### src/rtl/qed_dup_replay.sv
// qed_dup_replay: Symbolic-QED duplication stage between constrained fetch and the decoder.
// ORIG passes instructions through with zero latency and records each one. After exec_dup, the
// recorded instructions are replayed with registers moved to x16-x31 and memory offsets moved
// up by 64 bytes. DONE is terminal until rst.
// Optional build macro: QED_DONE_NOP_EN -- in DONE, drive a continuous stream of QED NOPs
// (32'h0000007F) instead of going idle.
module qed_dup_replay #(
   parameter int unsigned DEPTH = 16,
   parameter int unsigned CNT_W = 16
) (
   input  logic             clk,
   input  logic             rst,
   input  logic [31:0]      in_instr,
   input  logic             in_valid,
   output logic             in_ready,
   input  logic             exec_dup,
   output logic [31:0]      out_instr,
   output logic             out_valid,
   input  logic             out_ready,
   output logic             sif_commit,
   output logic             qed_ready,
   output logic [CNT_W-1:0] orig_cnt,
   output logic [CNT_W-1:0] dup_cnt,
   output logic             buf_full
);

   localparam int unsigned PTR_W = (DEPTH > 1) ? $clog2(DEPTH) : 1;
   localparam logic [PTR_W:0] OCC_FULL = (PTR_W + 1)'(DEPTH);

   typedef enum logic [1:0] {StOrig, StDup, StDone} state_e;

   state_e             state_q, state_d;
   logic [PTR_W-1:0]   wr_ptr_q, wr_ptr_d;
   logic [PTR_W-1:0]   rd_ptr_q, rd_ptr_d;
   logic [PTR_W:0]     occ_q, occ_d;
   logic [PTR_W:0]     occ_post;
   logic [CNT_W-1:0]   orig_cnt_q, orig_cnt_d;
   logic [CNT_W-1:0]   dup_cnt_q, dup_cnt_d;
   logic               sif_commit_q, sif_commit_d;
   logic               qed_ready_q, qed_ready_d;
   logic               push, pop;
   logic [31:0]        mem_q [DEPTH];

   // Register fields move to the upper half; x0 stays x0 so it remains hardwired zero.
   function automatic logic [4:0] map_reg(input logic [4:0] r);
      return (r == 5'd0) ? 5'd0 : (r | 5'b10000);
   endfunction

   // Upstream guarantees fields < 16 and offsets < 64, so OR-ing bits is equivalent to adding.
   function automatic logic [31:0] remap(input logic [31:0] i);
      logic [31:0] o;
      o = i;
      case (i[6:0])
         7'b0110011: begin
            o[11:7]  = map_reg(i[11:7]);
            o[19:15] = map_reg(i[19:15]);
            o[24:20] = map_reg(i[24:20]);
         end
         7'b0010011, 7'b1100111: begin
            o[11:7]  = map_reg(i[11:7]);
            o[19:15] = map_reg(i[19:15]);
         end
         7'b0000011: begin
            o[11:7]  = map_reg(i[11:7]);
            o[19:15] = map_reg(i[19:15]);
            o[26]    = 1'b1;
         end
         7'b0100011: begin
            o[19:15] = map_reg(i[19:15]);
            o[24:20] = map_reg(i[24:20]);
            o[26]    = 1'b1;
         end
         7'b1100011: begin
            o[19:15] = map_reg(i[19:15]);
            o[24:20] = map_reg(i[24:20]);
         end
         7'b0110111, 7'b0010111, 7'b1101111: begin
            o[11:7]  = map_reg(i[11:7]);
         end
         default: o = i;
      endcase
      return o;
   endfunction

   assign buf_full = (occ_q == OCC_FULL);

   // Handshake, phase sequencing, buffer bookkeeping and counter next-state.
   always_comb begin
      state_d      = state_q;
      wr_ptr_d     = wr_ptr_q;
      rd_ptr_d     = rd_ptr_q;
      occ_d        = occ_q;
      orig_cnt_d   = orig_cnt_q;
      dup_cnt_d    = dup_cnt_q;
      sif_commit_d = sif_commit_q;
      qed_ready_d  = (state_q != StOrig) && (orig_cnt_q == dup_cnt_q) && (orig_cnt_q != '0);
      in_ready     = 1'b0;
      out_valid    = 1'b0;
      out_instr    = 32'h0;
      push         = 1'b0;
      pop          = 1'b0;
      occ_post     = occ_q;

      unique case (state_q)
         StOrig: begin
            out_instr = in_instr;
            out_valid = in_valid & ~buf_full;
            in_ready  = out_ready & ~buf_full;
            push      = in_valid & in_ready;
            occ_post  = occ_q + (PTR_W + 1)'(push);
            // A same-cycle accepted instruction is counted, so it joins the replay.
            if (exec_dup && (occ_post != '0)) begin
               state_d      = StDup;
               sif_commit_d = 1'b1;
            end
         end
         StDup: begin
            out_valid = (occ_q != '0);
            out_instr = remap(mem_q[rd_ptr_q]);
            pop       = out_valid & out_ready;
            if (pop && (occ_q == (PTR_W + 1)'(1))) begin
               state_d = StDone;
            end
         end
         StDone: begin
`ifdef QED_DONE_NOP_EN
            out_valid = 1'b1;
            out_instr = 32'h0000007F;
`else
            out_valid = 1'b0;
            out_instr = 32'h0;
`endif
         end
         default: state_d = StOrig;
      endcase

      if (push) begin
         wr_ptr_d   = wr_ptr_q + 1'b1;
         occ_d      = occ_q + (PTR_W + 1)'(1);
         orig_cnt_d = (orig_cnt_q == '1) ? orig_cnt_q : orig_cnt_q + CNT_W'(1);
      end
      if (pop) begin
         rd_ptr_d   = rd_ptr_q + 1'b1;
         occ_d      = occ_q - (PTR_W + 1)'(1);
         dup_cnt_d  = (dup_cnt_q == '1) ? dup_cnt_q : dup_cnt_q + CNT_W'(1);
      end
   end

   // Control state with synchronous reset; reset discards buffer contents via the pointers.
   always_ff @(posedge clk) begin
      if (rst) begin
         state_q      <= StOrig;
         wr_ptr_q     <= '0;
         rd_ptr_q     <= '0;
         occ_q        <= '0;
         orig_cnt_q   <= '0;
         dup_cnt_q    <= '0;
         sif_commit_q <= 1'b0;
         qed_ready_q  <= 1'b0;
      end else begin
         state_q      <= state_d;
         wr_ptr_q     <= wr_ptr_d;
         rd_ptr_q     <= rd_ptr_d;
         occ_q        <= occ_d;
         orig_cnt_q   <= orig_cnt_d;
         dup_cnt_q    <= dup_cnt_d;
         sif_commit_q <= sif_commit_d;
         qed_ready_q  <= qed_ready_d;
      end
   end

   // Replay storage; no reset needed since occupancy gates every read.
   always_ff @(posedge clk) begin
      if (push) begin
         mem_q[wr_ptr_q] <= in_instr;
      end
   end

   assign sif_commit = sif_commit_q;
   assign qed_ready  = qed_ready_q;
   assign orig_cnt   = orig_cnt_q;
   assign dup_cnt    = dup_cnt_q;

endmodule

### config.mk
export PLATFORM = sky130hd
export DESIGN_NAME = qed_dup_replay
export DESIGN_NICKNAME = d
export VERILOG_FILES = /design/src/rtl/qed_dup_replay.sv
export SDC_FILE = /design/constraint.sdc
export NUM_CORES = 1
export LEC_CHECK = 0
export BUFFER_PORTS_ARGS = -buffer_cell sky130_fd_sc_hd__buf_4
export CORE_MARGIN = 2
export CORE_UTILIZATION = 40
export CTS_BUF_LIST = sky130_fd_sc_hd__clkbuf_4 sky130_fd_sc_hd__clkbuf_8
export CTS_CLUSTER_DIAMETER = 40
export CTS_CLUSTER_SIZE = 10
export DETAILED_ROUTE_END_ITERATION = 12
export MAX_ROUTING_LAYER = met4
export PLACE_DENSITY = 0.59
export SYNTH_ARGS = -nofsm -noshare
export SYNTH_HDL_FRONTEND = slang
export SYNTH_SLANG_ARGS = --single-unit
### constraint.sdc
create_clock -name clk -period 13.35 [get_ports clk]
set_input_delay 2.0025 -clock clk [delete_from_list [all_inputs] [get_ports clk]]
set_output_delay 2.0025 -clock clk [all_outputs]
set_load 0.01 [all_outputs]
* Word level (Yosys, flattened, before mapping) *
Memory sizes are Yosys's and may differ from the RTL's. A register that Yosys moved wholly into a read port is not among the register bits.
Index checks and enable logic that the tools add are counted.

storage, ports and cells
  bits in registers = 49
  RAM bits = 512
  word-level logic and storage cells = 84
  memories = 1

memory list
  memory  depth  width  rd ports  clocked after memory_dff  write ports  RTL line  RTL
  mem_q   16     32     1         1                         1            42        logic [31:0] mem_q [DEPTH];

operators by class
  add/subtract/negate cells = 7
  equality and inequality tests = 18
  mux-type cells = 21
  bitwise gates (word level) = 8
  reduce and logical (&&, ||, !) cells = 21

operators by type and width
  kind                                               count
  one-hot mux 32 bit (2 select lines)                1
  2-to-1 mux 5 bit                                   8
  adder 16 x 1 -> 16 bit (second input constant)     2
  == test 16 bit (second input constant)             2
  == test 7 x 6 -> 1 bit (second input constant)     3
  == test 7 bit (second input constant)              3
  == test 16 bit                                     1
  nonzero test 16 bit                                1
  zero test 5 bit                                    3
  == test 7 x 5 -> 1 bit (second input constant)     2
  nonzero test 5 bit                                 2
  adder 4 x 1 -> 4 bit (second input constant)       2
  2-to-1 mux 4 bit                                   2
  == test 7 x 2 -> 1 bit (second input constant)     1
  OR reduction 7 bit                                 1
  2-to-1 mux 1 bit                                   6
  one-hot mux 2 bit (3 select lines)                 1
  AND reduction 2 bit                                3
  OR reduction 6 bit                                 1
  adder 5 x 1 -> 5 bit                               1
  adder 5 x 1 -> 5 bit (second input constant)       1
  == test 5 x 1 -> 1 bit (second input constant)     1
  == test 5 bit (second input constant)              1
  subtractor 5 x 1 -> 5 bit (second input constant)  1
  13 further kinds                                   25

* Depth between registers and ports, before layout *
  word-level depth = 9
  mapped depth = 11

* Worst setup path before layout *
OpenSTA, ideal clock, no wires.

  kind = input port to flip-flop
  start point = input port in_valid
  end point = memory mem_q[0][0] (enable)
  setup time = 0.461 ns
  arrival = 5.013 ns
  data required time = 12.889 ns
  path slack = 7.876 ns
  cell stages on the path = 5
  buffers on the path = 2
  cell sequence = and4_1 clkbuf_1 clkbuf_1 nand2_1 nor3_1

between the ends
  longest elaborated chain between the ends = 4

RTL lines
  element                                 RTL line  RTL
  from (decl)                             14        input logic in_valid,
  bitwise AND 1 bit                       109       push = in_valid & in_ready;
  2-to-1 mux 1 bit                        104       unique case (state_q)
  2-to-1 mux 1 bit                        174       if (push) begin
  2-to-1 mux 1 bit (not written as such)  175       mem_q[wr_ptr_q] <= in_instr;
  to (decl)                               42

Every way passes these cells.

==> metrics.md <==
| Metric | Value |
|---|---|
| Status | finished, final reports clean |
| Hold path depth | 2 |
| Endpoint type of the worst setup path | primary output |
| Syn Nets | 1187 |
| Combinational family with the most area after synthesis | multiplexers |
| Rows | 86 |
| Mapped Cells | 1136 |
| Pwr per Cell Area | 138 mW/mm² |
| Hold Crit Class | reg -> reg |
| Starting Density | 40.7% |
| R2R cell count | 6 |
| Hold-fix buffers, CTS | 0 |
| Vias | 11500 |
| Dpl hpwl | 28100 µm |
| Critical path buffers and inverters | 4 |
| Cts bufs inserted | 80 |
| Reg2reg end | mem_q[0][13] |
| Final instance area | 0.0258 mm² |
| Slew Viols, Final | 0 |
| Routed Antenna Nets | 0 |
| CP Capture Point | out_instr[11] |
| Max Buffers Root-to-Sink | 3 |
| Compound-Gate Fraction of Synth Area | 2.95% |
| Worst r2r src | state_q[1] |
| Post-CTS setup buffers | 0 |
| Worst-path clk slew | 0.06 ns |
| Die height | 241 µm |
| Post-synthesis cell area | 0.0225 mm² |
| Final Hold Viols | 0 |
| Nets | 1338 |
| CP Max Fanout | 50 |
| Drt total wl | 53300 µm |
| Crit path time final | 7.04 ns |
| Leak Pwr | 8.17 nW |
| Most used cell, CP | buf_4 |
| Fraction of registers with async set/reset | 0% |
| First-pass GRT wire length | 78400 µm |
| Post-Synth Simple-Gate Area | 4.10% |
| Initial antenna violation count | 1 |
| Area leader, netlist | edfxtp_1 |
| Largest net degree at the start of global routing | 51 |
| Cell area after placement | 0.0242 mm² |
| CTS tree | built |
| Die width | 241 µm |
| Top Family by Delay on Critical Path | buffers and inverters |
| Synth Area in Adders | 0.779% |
| # H-tree levels | 3 |
| Fmax | 142 MHz |
| Io pins | 106 |
| Skew final | 0.0444 ns |
| Worst Max-Slew Pin Slew | 1.06 ns |
| FF+latch count, synth | 565 |
| Pre-CTS setup slack | 6.92 ns |
| TritonCTS Sinks | 565 |
| Tcrit/Tclk final | 52.7% |
| Sequential share of the synthesized area | 73.1% |
| Vias/cell | 5.52 |
| Peak VDD IR | 85.8 µV |
| Post-route setup TNS | 0 ns |
| DRT iter0 DRCs | 1038 |
| Ranking of synthesized cells by area | edfxtp_1 68%, mux4_2 15%, dfxtp_1 4.7%, nor2_1 1.1%, a22o_1 1.0% |
| Yosys top cell area share | 68.4% |
| Synth unique cells | 54 |
| Multiplexer share of the synthesized area | 15.5% |
| Vias in the first global route | 11700 |
| Final WS setup | 6.31 ns |
| Clock root cell | clkbuf_8 |
| R2R Setup Slk | 9.32 ns |
| Synth warn | 0 |
| Grt ovf | 0 |
| Fin util | 46.7% |
| Total track usage | 19.4% |
| Worst Path Required | 11.35 ns |
| Number of fill cells | 4740 |
| # DRC | 0 |
| Max-cap viol count | 0 |
| Crit-path cells | buf_4 -> buf_4 -> mux4_2 -> mux4_2 -> inv_1 -> and4_1 -> a211oi_1 -> nor4_1 -> buf_4 |
| Crit path DAT | 5.04 ns |
| PostCTS Resize Cnt | 0 |
| Layout area overhead | 14.9% |
| Max incr delay on CP | 0.74 ns |
| Worst-Skew Late Latency | 0.68 ns |
| Synth Flop Type | edfxtp_1 |
| Type of origin of the critical path | flip-flop |
| Slew margin rel. | 29.5% |
| Layout cell share with drive strength beyond 1 | 32.7% |
| IO Port Bufs | 105 |
| Wire per inst | 25.6 µm |
| Total power | 3.58 mW |
| RSZ-0062 raised after global routing | false |
| Detailed Routing Iterations Pass 1 | 7 |
| Final std cells w/o fill | 2084 |
| Total die area | 0.0581 mm² |
| Hold_ws | 0.444 ns |
| Final-report setup violation count | 0 |
| Placed insts | 1953 |
| Post-synth EDFFs | 512 |
| GP Congestion | 0.797 |
| Critical path depth in cells | 9 |
| Slowest-stage cell, CP | buf_4 |
| Core ar. | 0.0553 mm² |
| Xor-xnor portion of the synthesized cell area | 1.87% |
| Crit Path Category | reg -> out |
| Syn Area/Cell | 19.8 µm² |
## final cells by class
type                    count  area, µm²  area share, %
well taps                 748        936           3.62
diodes                      1       2.50        0.00968
clock inverters            37        415           1.61
inverters                  13       48.8          0.189
repair buffers            132        991           3.83
multi-input cells         495       5790           22.4
flip-flops and latches    565      16400           63.6
clock buffers              93       1210           4.69
## worst min-delay path, stage by stage, from the launching register on
cell,delay (ns)
dfxtp_1,0.30
inv_1,0.05
a21oi_1,0.05
## sequential cells by signal, summed over array words and instances (netlist names), named ones only
signal / cells
orig_cnt: 16
state_q: 2
mem_q: 512
rd_ptr_q: 4
sif_commit: 1
occ_q: 5
wr_ptr_q: 4
dup_cnt: 16
qed_ready: 1
## how the worst min path moves through the flow
stage / startpoint / endpoint
floorplan: rd_ptr_q[1] / flip-flop
global placement: sif_commit / sif_commit
detailed placement: sif_commit / sif_commit
CTS: sif_commit / sif_commit
global route: sif_commit / sif_commit
finish: sif_commit / sif_commit
## cells in the mapped netlist, types with 4 or more instances
master / number
nand2_1: 40
nor4_1: 7
nor2_1: 63
and3_1: 10
buf_2: 9
nor2b_1: 5
buf_6: 11
a31oi_1: 4
a22oi_1: 16
a21oi_1: 13
clkbuf_1: 39
ha_1: 14
mux4_2: 152
inv_1: 13
o21ai_0: 6
nand3_1: 13
xor2_1: 22
dfxtp_1: 53
xnor2_1: 26
nor3_1: 12
mux2i_1: 6
a22o_1: 26
nand4_1: 14
and4_1: 6
nand2b_1: 4
edfxtp_1: 512
## power by group
part / switching, mW / total, mW / leakage [nW] / internal (mW)
Clock: 0.665 / 1.41 / 0.830 / 0.747
Sequential: 0.0133 / 1.95 / 5.04 / 1.94
Combinational: 0.121 / 0.210 / 2.30 / 0.0889
Total: 0.799 / 3.58 / 8.17 / 2.78
## cell families (layout without fill, tap and decap cells)
family	Yosys count	in the layout
DFF	565	565
and+or+nand+nor	188	188
muxes	158	158
AOI/OAI and AO/OA	87	87
buffers and inverters	76	275
xor gates and xnor gates	48	48
adders and majority gates	14	14
other	0	1
## cell usage in the layout, fill, tap and decap left out, types with 10 or more instances in the layout
cell type	n
edfxtp_1	512
dfxtp_1	49
clkbuf_8	82
and3_1	10
a21oi_1	13
nand4_1	14
xnor2_1	26
buf_4	132
a22o_1	26
nor2_1	50
clkbuf_4	11
ha_1	14
a22oi_1	16
mux4_2	152
xor2_1	22
nor2_4	13
nand3_1	13
nand2_1	40
inv_1	13
## routing by layer
layer  part of all wire [%]  global-route usage, %  routed length [µm]  vias to the layer above
met1                     42                   26.0               22500                     6076
met2                     49                   30.2               26200                      389
met5                      0                      -                   0                        -
met4                    1.7                   5.16                 911                        0
met3                    6.9                   4.25                3670                       72
li1                       -                      -                   -                     4957
Note: power is estimated with default switching activity, not from simulation.
